`config.mk`:
```
export PLATFORM = sky130hd
export DESIGN_NAME = rep_cmps_seq_flat
export DESIGN_NICKNAME = d
export VERILOG_FILES = /design/src/rtl/rep_cmps_seq_pkg.sv /design/src/rtl/rep_cmps_seq_if.sv /design/src/rtl/rep_cmps_seq_cnt.sv /design/src/rtl/rep_cmps_seq.sv /design/src/flat_wrapper.sv
export SDC_FILE = /design/constraint.sdc
export NUM_CORES = 1
export LEC_CHECK = 0
export ABC_AREA = 0
export CAP_MARGIN = 0
export CORE_ASPECT_RATIO = 1.75
export CORE_UTILIZATION = 43
export DETAILED_ROUTE_END_ITERATION = 7
export PLACE_DENSITY = 0.82
export SLEW_MARGIN = 30
export SYNTH_ARGS = -nofsm -noshare
export SYNTH_HDL_FRONTEND = slang
export SYNTH_HIERARCHICAL = 1
export SYNTH_SLANG_ARGS = --single-unit
export TNS_END_PERCENT = 10
```
`constraint.sdc`:
```
create_clock -name clk -period 3.8 [get_ports clk]
set_input_delay 0.76 -clock clk [delete_from_list [all_inputs] [get_ports clk]]
set_output_delay 0.76 -clock clk [all_outputs]
set_load 0.01 [all_outputs]
```
`src/rtl/rep_cmps_seq_pkg.sv`:
```
// Shared types and constants for the CMPS / REPE / REPNE CMPS sequencer.
// Optional build macro REP_INTR_EN is handled by the interface and top, not here.
package rep_cmps_seq_pkg;

   typedef enum logic [2:0] {
      ST_IDLE,
      ST_CHK,
      ST_RD1,
      ST_RD2,
      ST_UPD_SI,
      ST_UPD_DI,
      ST_FIN
   } state_t;

   localparam logic [1:0] REP_NONE = 2'b00;
   localparam logic [1:0] REP_E    = 2'b01;
   localparam logic [1:0] REP_NE   = 2'b10;
   localparam logic [1:0] REP_RSVD = 2'b11;

   localparam logic [3:0] ALU1_OP_PTRCH = 4'b1010;
   localparam logic [3:0] ALU1_OP_PASS  = 4'b0100;

   // The reserved encoding behaves like a plain CMPS.
   function automatic logic is_rep(input logic [1:0] rt);
      return (rt == REP_E) || (rt == REP_NE);
   endfunction

endpackage

```
`src/rtl/rep_cmps_seq_if.sv`:
```
// Execute-stage bundle between the CMPS sequencer and the memory/ALU1/regfile side.
// REP_INTR_EN adds intr_pend / intr_exit.
interface rep_cmps_seq_if #(parameter int ECX_W = 32);

   logic             start;
   logic [1:0]       rep_type;
   logic [ECX_W-1:0] ecx_in;
   logic             mem_req;
   logic             mem_sel;
   logic             mem_ack;
   logic             latch_mem;
   logic             cmps_zf;
   logic             ld_flags;
   logic [3:0]       alu1_op;
   logic             sr1_sel;
   logic             ld_esi;
   logic             ld_edi;
   logic             ld_ecx;
   logic [ECX_W-1:0] ecx_out;
   logic             busy;
   logic             done;
`ifdef REP_INTR_EN
   logic             intr_pend;
   logic             intr_exit;

   modport master (
      input  start, rep_type, ecx_in, mem_ack, cmps_zf, intr_pend,
      output mem_req, mem_sel, latch_mem, ld_flags, alu1_op, sr1_sel,
             ld_esi, ld_edi, ld_ecx, ecx_out, busy, done, intr_exit
   );

   modport slave (
      output start, rep_type, ecx_in, mem_ack, cmps_zf, intr_pend,
      input  mem_req, mem_sel, latch_mem, ld_flags, alu1_op, sr1_sel,
             ld_esi, ld_edi, ld_ecx, ecx_out, busy, done, intr_exit
   );
`else
   modport master (
      input  start, rep_type, ecx_in, mem_ack, cmps_zf,
      output mem_req, mem_sel, latch_mem, ld_flags, alu1_op, sr1_sel,
             ld_esi, ld_edi, ld_ecx, ecx_out, busy, done
   );

   modport slave (
      output start, rep_type, ecx_in, mem_ack, cmps_zf,
      input  mem_req, mem_sel, latch_mem, ld_flags, alu1_op, sr1_sel,
             ld_esi, ld_edi, ld_ecx, ecx_out, busy, done
   );
`endif

endinterface

```
`src/rtl/rep_cmps_seq_cnt.sv`:
```
// rep_cnt: loadable down-counter holding the working ECX copy, with zero detect
// on both the current value and the value after one more decrement.
module rep_cnt #(
   parameter int W = 32
) (
   input  logic         clk,
   input  logic         rst_n,
   input  logic         load,
   input  logic [W-1:0] load_val,
   input  logic         dec,
   output logic [W-1:0] count_m1,
   output logic         is_zero,
   output logic         m1_is_zero
);

   logic [W-1:0] cnt_q;

   always_ff @(posedge clk or negedge rst_n) begin
      if (!rst_n) begin
         cnt_q <= '0;
      end else if (load) begin
         cnt_q <= load_val;
      end else if (dec) begin
         cnt_q <= count_m1;
      end
   end

   // Wraps modulo 2^W; the sequencer never decrements a zero count.
   assign count_m1   = cnt_q - W'(1);
   assign is_zero    = (cnt_q == '0);
   assign m1_is_zero = (count_m1 == '0);

endmodule

```
`src/rtl/rep_cmps_seq.sv`:
```
// Execute-stage sequencer for CMPS and REPE/REPNE CMPS; owns ALU1 while busy.
// Build macro REP_INTR_EN enables interrupt exit between REP iterations.
module rep_cmps_seq
   import rep_cmps_seq_pkg::*;
#(
   parameter int ECX_W = 32
) (
   input logic             clk,
   input logic             rst_n,
   rep_cmps_seq_if.master  bus
);

   state_t state_q, state_d;
   logic [1:0] rep_q;
   logic       zf_q;

   logic             cnt_load, cnt_dec, cnt_zero, cnt_m1_zero;
   logic [ECX_W-1:0] cnt_m1;
   logic             rep_active, iter_last, zf_cap;

   logic             mem_req, mem_sel, latch_mem, ld_flags, sr1_sel;
   logic             ld_esi, ld_edi, ld_ecx;
   logic [3:0]       alu1_op;
   logic [ECX_W-1:0] ecx_out;
`ifdef REP_INTR_EN
   logic             intr_q, intr_set;
`endif

   rep_cnt #(.W(ECX_W)) u_cnt (
      .clk        (clk),
      .rst_n      (rst_n),
      .load       (cnt_load),
      .load_val   (bus.ecx_in),
      .dec        (cnt_dec),
      .count_m1   (cnt_m1),
      .is_zero    (cnt_zero),
      .m1_is_zero (cnt_m1_zero)
   );

   assign rep_active = is_rep(rep_q);
   assign iter_last  = !rep_active || cnt_m1_zero ||
                       ((rep_q == REP_E)  && !zf_q) ||
                       ((rep_q == REP_NE) &&  zf_q);

   always_ff @(posedge clk or negedge rst_n) begin
      if (!rst_n) begin
         state_q <= ST_IDLE;
         rep_q   <= REP_NONE;
         zf_q    <= 1'b0;
      end else begin
         state_q <= state_d;
         if (cnt_load) rep_q <= bus.rep_type;
         if (zf_cap)   zf_q  <= bus.cmps_zf;
      end
   end

`ifdef REP_INTR_EN
   always_ff @(posedge clk or negedge rst_n) begin
      if (!rst_n) begin
         intr_q <= 1'b0;
      end else if (intr_set) begin
         intr_q <= 1'b1;
      end else if (state_q == ST_FIN) begin
         intr_q <= 1'b0;
      end
   end
`endif

   always_comb begin
      state_d   = state_q;
      cnt_load  = 1'b0;
      cnt_dec   = 1'b0;
      zf_cap    = 1'b0;
      mem_req   = 1'b0;
      mem_sel   = 1'b0;
      latch_mem = 1'b0;
      ld_flags  = 1'b0;
      alu1_op   = ALU1_OP_PASS;
      sr1_sel   = 1'b0;
      ld_esi    = 1'b0;
      ld_edi    = 1'b0;
      ld_ecx    = 1'b0;
      ecx_out   = '0;
`ifdef REP_INTR_EN
      intr_set  = 1'b0;
`endif
      unique case (state_q)
         ST_IDLE: begin
            if (bus.start) begin
               cnt_load = 1'b1;
               state_d  = ST_CHK;
            end
         end
         // A REP with zero count finishes without touching memory or flags.
         ST_CHK: state_d = (rep_active && cnt_zero) ? ST_FIN : ST_RD1;
         ST_RD1: begin
            mem_req = 1'b1;
            if (bus.mem_ack) begin
               latch_mem = 1'b1;
               state_d   = ST_RD2;
            end
         end
         ST_RD2: begin
            mem_req = 1'b1;
            mem_sel = 1'b1;
            if (bus.mem_ack) begin
               ld_flags = 1'b1;
               zf_cap   = 1'b1;
               state_d  = ST_UPD_SI;
            end
         end
         ST_UPD_SI: begin
            alu1_op = ALU1_OP_PTRCH;
            ld_esi  = 1'b1;
            state_d = ST_UPD_DI;
         end
         ST_UPD_DI: begin
            alu1_op = ALU1_OP_PTRCH;
            sr1_sel = 1'b1;
            ld_edi  = 1'b1;
            if (rep_active) begin
               ld_ecx  = 1'b1;
               ecx_out = cnt_m1;
               cnt_dec = 1'b1;
            end
            if (iter_last) begin
               state_d = ST_FIN;
`ifdef REP_INTR_EN
            end else if (bus.intr_pend) begin
               intr_set = 1'b1;
               state_d  = ST_FIN;
`endif
            end else begin
               state_d = ST_RD1;
            end
         end
         ST_FIN:  state_d = ST_IDLE;
         default: state_d = ST_IDLE;
      endcase
   end

   assign bus.mem_req   = mem_req;
   assign bus.mem_sel   = mem_sel;
   assign bus.latch_mem = latch_mem;
   assign bus.ld_flags  = ld_flags;
   assign bus.alu1_op   = alu1_op;
   assign bus.sr1_sel   = sr1_sel;
   assign bus.ld_esi    = ld_esi;
   assign bus.ld_edi    = ld_edi;
   assign bus.ld_ecx    = ld_ecx;
   assign bus.ecx_out   = ecx_out;
   assign bus.busy      = (state_q != ST_IDLE);
   assign bus.done      = (state_q == ST_FIN);
`ifdef REP_INTR_EN
   assign bus.intr_exit = (state_q == ST_FIN) && intr_q;
`endif

endmodule
```
`src/flat_wrapper.sv`:
```
// flat-port wrapper written by rule: the top's interface ports become plain ports
module rep_cmps_seq_flat import rep_cmps_seq_pkg::*;
#(
   parameter int ECX_W = 32
)
  (clk, rst_n, bus_start, bus_rep_type, bus_ecx_in, bus_mem_ack, bus_cmps_zf, bus_mem_req, bus_mem_sel, bus_latch_mem, bus_ld_flags, bus_alu1_op, bus_sr1_sel, bus_ld_esi, bus_ld_edi, bus_ld_ecx, bus_ecx_out, bus_busy, bus_done);
  rep_cmps_seq_if #(.ECX_W(ECX_W)) bus_i ();
  input logic clk;
  input logic rst_n;
  input wire logic [$bits(bus_i.start)-1:0] bus_start;
  input wire logic [$bits(bus_i.rep_type)-1:0] bus_rep_type;
  input wire logic [$bits(bus_i.ecx_in)-1:0] bus_ecx_in;
  input wire logic [$bits(bus_i.mem_ack)-1:0] bus_mem_ack;
  input wire logic [$bits(bus_i.cmps_zf)-1:0] bus_cmps_zf;
  output wire logic [$bits(bus_i.mem_req)-1:0] bus_mem_req;
  output wire logic [$bits(bus_i.mem_sel)-1:0] bus_mem_sel;
  output wire logic [$bits(bus_i.latch_mem)-1:0] bus_latch_mem;
  output wire logic [$bits(bus_i.ld_flags)-1:0] bus_ld_flags;
  output wire logic [$bits(bus_i.alu1_op)-1:0] bus_alu1_op;
  output wire logic [$bits(bus_i.sr1_sel)-1:0] bus_sr1_sel;
  output wire logic [$bits(bus_i.ld_esi)-1:0] bus_ld_esi;
  output wire logic [$bits(bus_i.ld_edi)-1:0] bus_ld_edi;
  output wire logic [$bits(bus_i.ld_ecx)-1:0] bus_ld_ecx;
  output wire logic [$bits(bus_i.ecx_out)-1:0] bus_ecx_out;
  output wire logic [$bits(bus_i.busy)-1:0] bus_busy;
  output wire logic [$bits(bus_i.done)-1:0] bus_done;
  assign bus_i.start = bus_start;
  assign bus_i.rep_type = bus_rep_type;
  assign bus_i.ecx_in = bus_ecx_in;
  assign bus_i.mem_ack = bus_mem_ack;
  assign bus_i.cmps_zf = bus_cmps_zf;
  assign bus_mem_req = bus_i.mem_req;
  assign bus_mem_sel = bus_i.mem_sel;
  assign bus_latch_mem = bus_i.latch_mem;
  assign bus_ld_flags = bus_i.ld_flags;
  assign bus_alu1_op = bus_i.alu1_op;
  assign bus_sr1_sel = bus_i.sr1_sel;
  assign bus_ld_esi = bus_i.ld_esi;
  assign bus_ld_edi = bus_i.ld_edi;
  assign bus_ld_ecx = bus_i.ld_ecx;
  assign bus_ecx_out = bus_i.ecx_out;
  assign bus_busy = bus_i.busy;
  assign bus_done = bus_i.done;
  rep_cmps_seq #(.ECX_W(ECX_W)) u_core (.clk(clk), .rst_n(rst_n), .bus(bus_i));
endmodule
```
==> results summary, run 1 <==
The flow ran to the end, and the final reports show no timing, DRC or antenna violations. The share of the cycle needed by the critical path after routing is 0.9839. The number of nets in the synthesized netlist is roughly 420. After technology mapping, the gate count stands at between 300 and 400. The number of antenna diodes in the final layout is 0. The sequential standard cell area came out at around 950 sq um. The worst path needs ~3.7 ns of the cycle, external delays included.

The global routing usage on met2 is 0.4374. The synthesized area came out at 0.003088 sq mm. The overflow left after global routing came out at 0. The die is 66.06 microns wide. By startpoint and endpoint, the worst setup path is classified as register to output port. The quantity of I/O buffers inserted on ports is just over 80. For the worst-skew pair, the clock arrives at the later sink with an insertion delay of 0.28 ns. The count of clock tree sinks is 38. For this configuration, the core starts out at a cell density of 0.4471. The first-iteration detailed-routing DRC count came out at between 150 and 200. The share of flip-flops with an asynchronous set or reset after synthesis came out at 1.000. The floorplan row count is 40. TritonCTS built the clock tree.

Synthesis instantiated 49 different standard cells from the library. For this run, the leading register cell type out of synthesis is sky130_fd_sc_hd__dfrtp_1. Relative to the synthesized area, the layout overhead comes to 38.17%. Before antenna repair, the detailed router went through 5 iterations. The part of the Yosys area used for sequential elements is 0.3079. The transition time at the pin with the least slew margin came out at between 0.5 and 0.6 ns. The pin count of the biggest net entering global routing came out at 60. The H-tree generated during clock tree synthesis spans 2 levels. The total number of vias came out at between 2000 and 3000. After global routing, the most crowded layer is met2. The post-synthesis sequential element count came out at 38.

Summing all multi-input logic gate instances after layout gives slightly above 0.002 sq mm. The number of top-level pins came out at between 80 and 90. The final count of hold timing violations came out at 0. The first-pass GRT wire length is approximately 14000 microns. The post-CTS clock slew at the launch and capture registers of the worst setup and hold paths came out at roughly 0.06 ns.

The number of vias per cell after detailed routing came out at around 5.4. The reported leakage power came out at 1.745 nW. The total wire length is roughly 8300 microns. The maximum buffer depth of the clock tree came out at 2. The data required time at the worst endpoint is slightly above 3 ns. In the layout the commonest cells are sky130_fd_sc_hd__clkdlybuf4s50_1, sky130_fd_sc_hd__nand2_1, sky130_fd_sc_hd__and2_1, sky130_fd_sc_hd__dfrtp_1.

The core region area is about 0.007 sq mm. The final count of pins violating max slew is 0. Yosys attributes the largest share of cell area to sky130_fd_sc_hd__dfrtp_1, sky130_fd_sc_hd__xor2_1, sky130_fd_sc_hd__and2_1. The max-cap violation count is 0. Timing would allow up to between 200 and 300 MHz. CTS placed an instance of sky130_fd_sc_hd__clkbuf_16 at the clock tree root. The half-perimeter wire length after placement is between 6000 and 7000 microns. After the last flow step, the layout net total stands at ~510. The final setup violation count came out at 0. Setup repair after global routing could not meet its margin everywhere. The initial antenna violation count was 0. In this run the worst hold path is classified as primary input to asynchronous set/reset pin. The share of the synthesized area in the top cell type is 0.3079. The largest clock skew in the final design is roughly 0.0075 ns. The most common cell after layout, fill and taps aside is sky130_fd_sc_hd__clkdlybuf4s50_1. For met1 alone, demand over resource in global routing was 0.2424. The global-route usage over all layers came out at 0.2362. The cell area after placement is between 0.003 and 0.004 sq mm. The number of nets with antenna violations after routing is 0. The startpoint type of the worst setup path is a register. The count of hold buffers inserted by post-cts repair is 0. The synthesized area per cell came out at approximately 8 sq um. The detail-routed net length per standard cell came out at ~15 microns. For this run, the share of the core covered by cells in the final layout is 0.6178. The maximum ir drop on the vdd rail came out at about 0.27 mV. The number of remaining DRC errors came out at 0.

The global-route met3 utilization is 0.04183. The floorplan die area is roughly 0.0075 sq mm. The setup TNS came out at 0 ns.

The finished cells cover around 0.0043 sq mm. sky130_fd_sc_hd__dfrtp_1 takes more of the synthesized area than any other cell. The number of global-route vias before repair is ~2900.

The headroom to the max-slew limit came out at 0.6602. The number of flops mapped to enable cells by yosys is 0. The total power per unit cell area came out at around 640 mW/mm^2. For the worst setup path, the data arrival time is around 3 ns. Along the worst path, the maximum fanout reaches 4. The last weighted congestion value of the routability-driven placer is ~0.87. The layout filler cell count came out at 631.

The number of clock buffers added by TritonCTS is 5. The share of cells above drive strength 1 is 0.1323. The worst setup path is captured at an output port. The number of warning messages in the yosys log came out at 6. In this run the vertical extent of the chip is around 110 microns.
Yosys cell counts, types with 2 or more instances:
master,n
sky130_fd_sc_hd__buf_2,8
sky130_fd_sc_hd__xnor2_1,23
sky130_fd_sc_hd__dfrtp_1,38
sky130_fd_sc_hd__ha_1,4
sky130_fd_sc_hd__xor2_1,36
sky130_fd_sc_hd__nor3_1,10
sky130_fd_sc_hd__nor4_1,5
sky130_fd_sc_hd__nor4b_4,2
sky130_fd_sc_hd__inv_1,8
sky130_fd_sc_hd__mux2_2,3
sky130_fd_sc_hd__and2_1,36
sky130_fd_sc_hd__or3_1,5
sky130_fd_sc_hd__nand4b_1,3
sky130_fd_sc_hd__nand2_1,59
sky130_fd_sc_hd__and3b_1,2
sky130_fd_sc_hd__o21ai_0,35
sky130_fd_sc_hd__and3_1,2
sky130_fd_sc_hd__buf_4,7
sky130_fd_sc_hd__nor2_1,25
sky130_fd_sc_hd__nor4b_1,3
sky130_fd_sc_hd__nand3_1,14
sky130_fd_sc_hd__nor4_2,2
sky130_fd_sc_hd__nand4_1,4
sky130_fd_sc_hd__or4_1,4
sky130_fd_sc_hd__clkbuf_1,14
sky130_fd_sc_hd__and4b_1,2
sky130_fd_sc_hd__nand2b_1,3
what timing repair did:
item	CTS	global route
setup endpoints to repair	13	15
pin swaps	6	3
resized for setup	10	12
buffers inserted	6	2
cells by family after synthesis:
logic type / count (synthesis) / share of synthesized area
buffers and inverters: 39 / 0.06159
muxes: 4 / 0.01418
adders and majority gates: 4 / 0.01621
DFF: 38 / 0.3079
other: 1 / 0.001214
and+or+nand+nor: 194 / 0.3647
AOI/OAI and AO/OA: 40 / 0.06686
xor gates and xnor gates: 59 / 0.1673
routing by layer:
layer | share of wire | wire length (microns)
met5 | 0 | 0
met2 | 0.54 | 4460
met1 | 0.38 | 3138
met3 | 0.042 | 349
met4 | 0.043 | 358
state kept, by name (all words and copies together) (netlist names):
signal / cells
u_core/rep_q: 2
u_core/state_q: 3
u_core/u_cnt/cnt_q: 32
u_core/zf_q: 1
power by group:
part           leakage [nW]  switching, mW  internal, mW
logic                  1.21          0.662         0.680
registers             0.465          0.367         0.607
clock network        0.0688          0.153         0.253
total                  1.75           1.18          1.54
layout make-up:
type	count	area share
timing repair buffer	106	0.2358
multi-input combinational	302	0.4757
sequential	38	0.2235
tap	84	0.02463
clock buffer	6	0.03255
inverter	9	0.007918
through the flow:
step | setup slack, ns | hold WS [ns] | power, mW | std cells
after floorplan | 0.2523 | 0.4644 | 1.775 | 379
after CTS | 0.002176 | 0.5244 | 2.680 | 543
final | 0.06112 | 0.4386 | 2.722 | 545
after global routing | -0.07920 | 0.4852 | 2.925 | 545
after global placement | 0.1449 | 0.5034 | 2.151 | 531
after detailed placement | 0.04384 | 0.5124 | 2.201 | 531
critical path, cell delays in order (launching register included):
cell                              delay (ns)
sky130_fd_sc_hd__dfrtp_1                0.41
sky130_fd_sc_hd__or4_4                  0.59
sky130_fd_sc_hd__or4b_4                 0.53
sky130_fd_sc_hd__nor3b_4                0.27
sky130_fd_sc_hd__xor2_1                 0.20
sky130_fd_sc_hd__and2_1                 0.16
sky130_fd_sc_hd__clkdlybuf4s50_1        0.53
path summary, 6_finish.rpt:
check | slack (ns) | cells after the start | end | from
worst min-delay path | 0.44 | 1 | u_core/u_cnt/cnt_q[26] | rst_n
worst max register to register | 0.28 | 13 | u_core/state_q[2] | u_core/u_cnt/cnt_q[0]
worst min register to register | 0.52 | 1 | u_core/zf_q | u_core/zf_q
worst max-delay path | 0.06 | 6 | bus_ecx_out[17] | u_core/u_cnt/cnt_q[1]
max in group asynchronous | 2.99 | 1 | u_core/u_cnt/cnt_q[16] | rst_n
min in group clk | 0.52 | 1 | u_core/zf_q | u_core/zf_q
Power figures use the tool's default switching activity.
==> run 2: changes to the inputs <==
--- a/config.mk
+++ b/config.mk
@@ -10,7 +10,8 @@
 export CORE_ASPECT_RATIO = 1.75
 export CORE_UTILIZATION = 43
 export DETAILED_ROUTE_END_ITERATION = 7
-export PLACE_DENSITY = 0.82
+export PLACE_DENSITY = 0.79
+export RECOVER_POWER = 25
 export SLEW_MARGIN = 30
 export SYNTH_ARGS = -nofsm -noshare
 export SYNTH_HDL_FRONTEND = slang
==> constraint.sdc (replaced) <==
create_clock -name clk -period 4 [get_ports clk]
set_input_delay 0.8 -clock clk [delete_from_list [all_inputs] [get_ports clk]]
set_output_delay 0.8 -clock clk [all_outputs]
set_load 0.01 [all_outputs]
==> results summary, run 2 (synthesized netlist as in run 1, its figures left out) <==
The run finished, with violations left. The final reports fail on capacitance limit, slew limit. The library cells used most frequently in the layout, excluding fill and tap cells, are sky130_fd_sc_hd__clkdlybuf4s50_1, sky130_fd_sc_hd__nand2_1, sky130_fd_sc_hd__and2_1, sky130_fd_sc_hd__dfrtp_1, sky130_fd_sc_hd__xor2_1. The worst setup path is launched from a register. The detail-routed net length per standard cell came out at 15.44 microns (+1.3%). The maximum buffer depth of the clock tree came out at 2 (unchanged). The largest clock skew in the final design is 0.002234 ns (-0.005225 ns). The met2 wirelength from detailed routing came out at 4526 microns (+1.5%).

The antenna diode count came to 0 (unchanged). The core region area is 0.006907 sq mm (unchanged). In the final layout, the registers with the most flip-flops are u_core/u_cnt/cnt_q (32), u_core/state_q (3), u_core/rep_q (2).

The setup slack after placement is 0.1595 ns (+0.1156 ns). The reported leakage power came out at 1.615 nW (-7.5%). The die span in x was 66.06 microns (unchanged). The half-perimeter wire length after placement is 6035 microns (-0.85%). The internal power consumption came to 1.435 mW (-6.8%).

The flip-flop count of the largest register after layout is 32 (unchanged). The most common cell after layout, fill and taps aside is sky130_fd_sc_hd__clkdlybuf4s50_1. The final count of hold timing violations came out at 0 (unchanged). The quantity of I/O buffers inserted on ports came out at 83 (unchanged). The share of the cycle needed by the critical path after routing is 0.9776.

The smallest hold slack is 0.5244 ns (+0.08582 ns). STA classifies the critical path endpoint as an output port. The final setup violation count was 0 (unchanged). The last weighted congestion value of the routability-driven placer is 0.8607 (-0.91%). The layout filler cell count came out at 639 (+1.3%).

The proportion of power drawn by the clock network is 0.176 (+0.027). The worst path setup slack after routing is 0.08953 ns (+0.02841 ns). Routed signal wires occupy layers up through met4. The data required time at the worst endpoint came out at 3.20 ns (+0.16 ns).

More flip-flops sit in one register than any other, and that register is u_core/u_cnt/cnt_q. The floorplan die area came out at 0.007538 sq mm (unchanged). The number of top-level pins is 85 (unchanged). The max-cap violation count was 1 (+1).

The worst hold path belongs to the class register to register. The routed length on met1 was 2900 microns (-7.6%). The share of power burned in combinational logic came out at 0.448 (-0.045). The pin count of the biggest net entering global routing was 69 (+15%). The vertical extent of the die is 114.1 microns (unchanged). The portion of total power attributed to sequential cells is 0.375 (+0.017).

The total iterations of the first detailed-routing run is 4 (-1). The maximum fanout along the worst path is 5 (+1). The maximum clock rate is 255.7 MHz.

The category of the critical setup timing path is register to output port. The area of the multi-input gates is 0.002006 sq mm (-1.2%). The sequential standard cell area came to 953.4 sq um (unchanged).

The proportion of total power due to net switching is 0.4343 (about the same). The count of hold buffers inserted by post-cts repair was 0 (unchanged). The post-layout net count was 488 (-3.4%). The area added between synthesis and finish is 34.00%. The number of global-route vias before repair was 2870 (-0.24%). The floorplan row count is 40 (unchanged).

Setup repair after global routing could not meet its margin everywhere. The net switching power is 1.102 mW (-6.8%). Subtracting the final worst setup slack from the clock period gives ~4 ns. The global-route usage over all layers is 0.2298 (-0.006386).

The number of standard cells in the final layout excluding fillers came out at 530 (-2.8%). The detailed-routed wire length on met3 came out at 417 microns (+19%). The initial standard-cell utilization of the core came out at 0.4471 (unchanged). The number of vias per cell after detailed routing is 5.372 (about the same).

The number of nets with antenna violations after routing is 0 (unchanged). The headroom to the max-slew limit was -0.3785 (-1.039). The reg-to-reg startpoint is u_core/u_cnt/cnt_q[0]. The overflow left after global routing is 0 (unchanged).

The total wire length came out at 8181 microns (-1.5%). The beginning of the worst hold path is u_core/zf_q. The number of remaining DRC errors is 0 (unchanged). The total power per unit cell area is 613.1 mW/mm^2 (-3.9%). The final count of pins violating max slew is 39 (+39).

The transition time at the pin with the least slew margin is 2.068 ns (+1.558 ns). The final core area utilization is 0.5991 (-0.01866). The maximum ir drop on the vdd rail came out at 0.3199 mV (+19%).

The initial antenna violation count is 0 (unchanged). The clock buffer count from CTS came to 5 (unchanged). The deepest level of the CTS H-tree came out at 2 (unchanged). The arrival time reported for the critical path endpoint is 3.11 ns (+0.13 ns). The first-iteration detailed-routing DRC count is 97 (-43%). The latest clock arrival within the worst-skew pair came out at 0.28 ns (about the same). The count of clock tree sinks is 38 (unchanged). The post-CTS clock slew at the launch and capture registers of the worst setup and hold paths is 0.06 ns (about the same). The clock tree root buffer cell is sky130_fd_sc_hd__clkbuf_16. The setup TNS is 0 ns (unchanged). The count of placed standard cells including taps is 522 (-1.7%). The total number of vias came out at 2847 (-2.8%). In this run the worst setup path begins at u_core/u_cnt/cnt_q[0]. The clock tree from TritonCTS is yes. The share of cells above drive strength 1 is 0.09193 (-0.04039). The first-pass GRT wire length came out at 13140 microns (-3.1%).
## run 2: worst paths after layout
check / end / slack, ns / depth (start not counted)
worst max-delay path: bus_ecx_out[21] / 0.09 / 7
worst min-delay path: u_core/zf_q / 0.52 / 1
max in group asynchronous: u_core/u_cnt/cnt_q[3] / 1.02 / 2
worst min register to register: u_core/zf_q / 0.52 / 1
worst max register to register: u_core/state_q[2] / 0.32 / 12
min in group asynchronous: u_core/rep_q[0] / 1.65 / 2
## run 2: repair_timing
item / 4_1_cts / 5_1_grt
resized for setup: 3 / 12
hold endpoints to repair: 0 / 0
buffers inserted: 0 / 0
pin swaps: 2 / 1
endpoints found under the setup margin: 5 / 9
## run 2: metal layers
layer / up-vias / track usage
met3: 27 / 0.04183
met2: 106 / 0.4170
met1: 1331 / 0.2372
met4: 0 / 0.1348
met5: - / 0
li1: 1383 / -
## run 2: cell type report
cell class / count / area share
Tap cell: 84 / 0.02540
Inverter: 9 / 0.008164
Clock inverter: 3 / 0.009676
Multi-Input combinational cell: 302 / 0.4847
Timing Repair Buffer: 89 / 0.2114
Sequential cell: 38 / 0.2304
Clock buffer: 5 / 0.03024
## run 2: power groups by stage
stage / Combinational [mW] / Clock (mW) / Sequential, mW
3_5_place_dp: 1.10 / 0 / 0.926
6_report: 1.14 / 0.448 / 0.952
3_3_place_gp: 1.08 / 0 / 0.916
2_1_floorplan: 0.957 / 0 / 0.729
4_1_cts: 1.13 / 0.455 / 0.932
5_1_grt: 1.27 / 0.476 / 0.986
## run 2: through the flow
| step | area, sq um | power, mW |
|---|---|---|
| final | 4138 | 2.537 |
| after detailed placement | 3913 | 2.031 |
| after global placement | 3913 | 1.998 |
| after global routing | 4138 | 2.731 |
| after floorplan | 3088 | 1.686 |
| after CTS | 4091 | 2.515 |
## run 2: worst max-delay path, stage by stage (launching register included)
cell                              delay, ns
sky130_fd_sc_hd__dfrtp_2               0.44
sky130_fd_sc_hd__or4_4                 0.60
sky130_fd_sc_hd__or4b_4                0.58
sky130_fd_sc_hd__nor3b_4               0.28
sky130_fd_sc_hd__nand2_1               0.14
sky130_fd_sc_hd__xnor2_1               0.13
sky130_fd_sc_hd__and2_1                0.13
sky130_fd_sc_hd__clkdlybuf4s50_1       0.53
==> run 3: changes to the inputs <==
--- a/config.mk
+++ b/config.mk
@@ -17,4 +17,4 @@
 export SYNTH_HDL_FRONTEND = slang
 export SYNTH_HIERARCHICAL = 1
 export SYNTH_SLANG_ARGS = --single-unit
-export TNS_END_PERCENT = 10
+export TNS_END_PERCENT = 20
==> results of run 3 <==
Same layout as run 2: the final DEF is identical, and so are final timing and power.
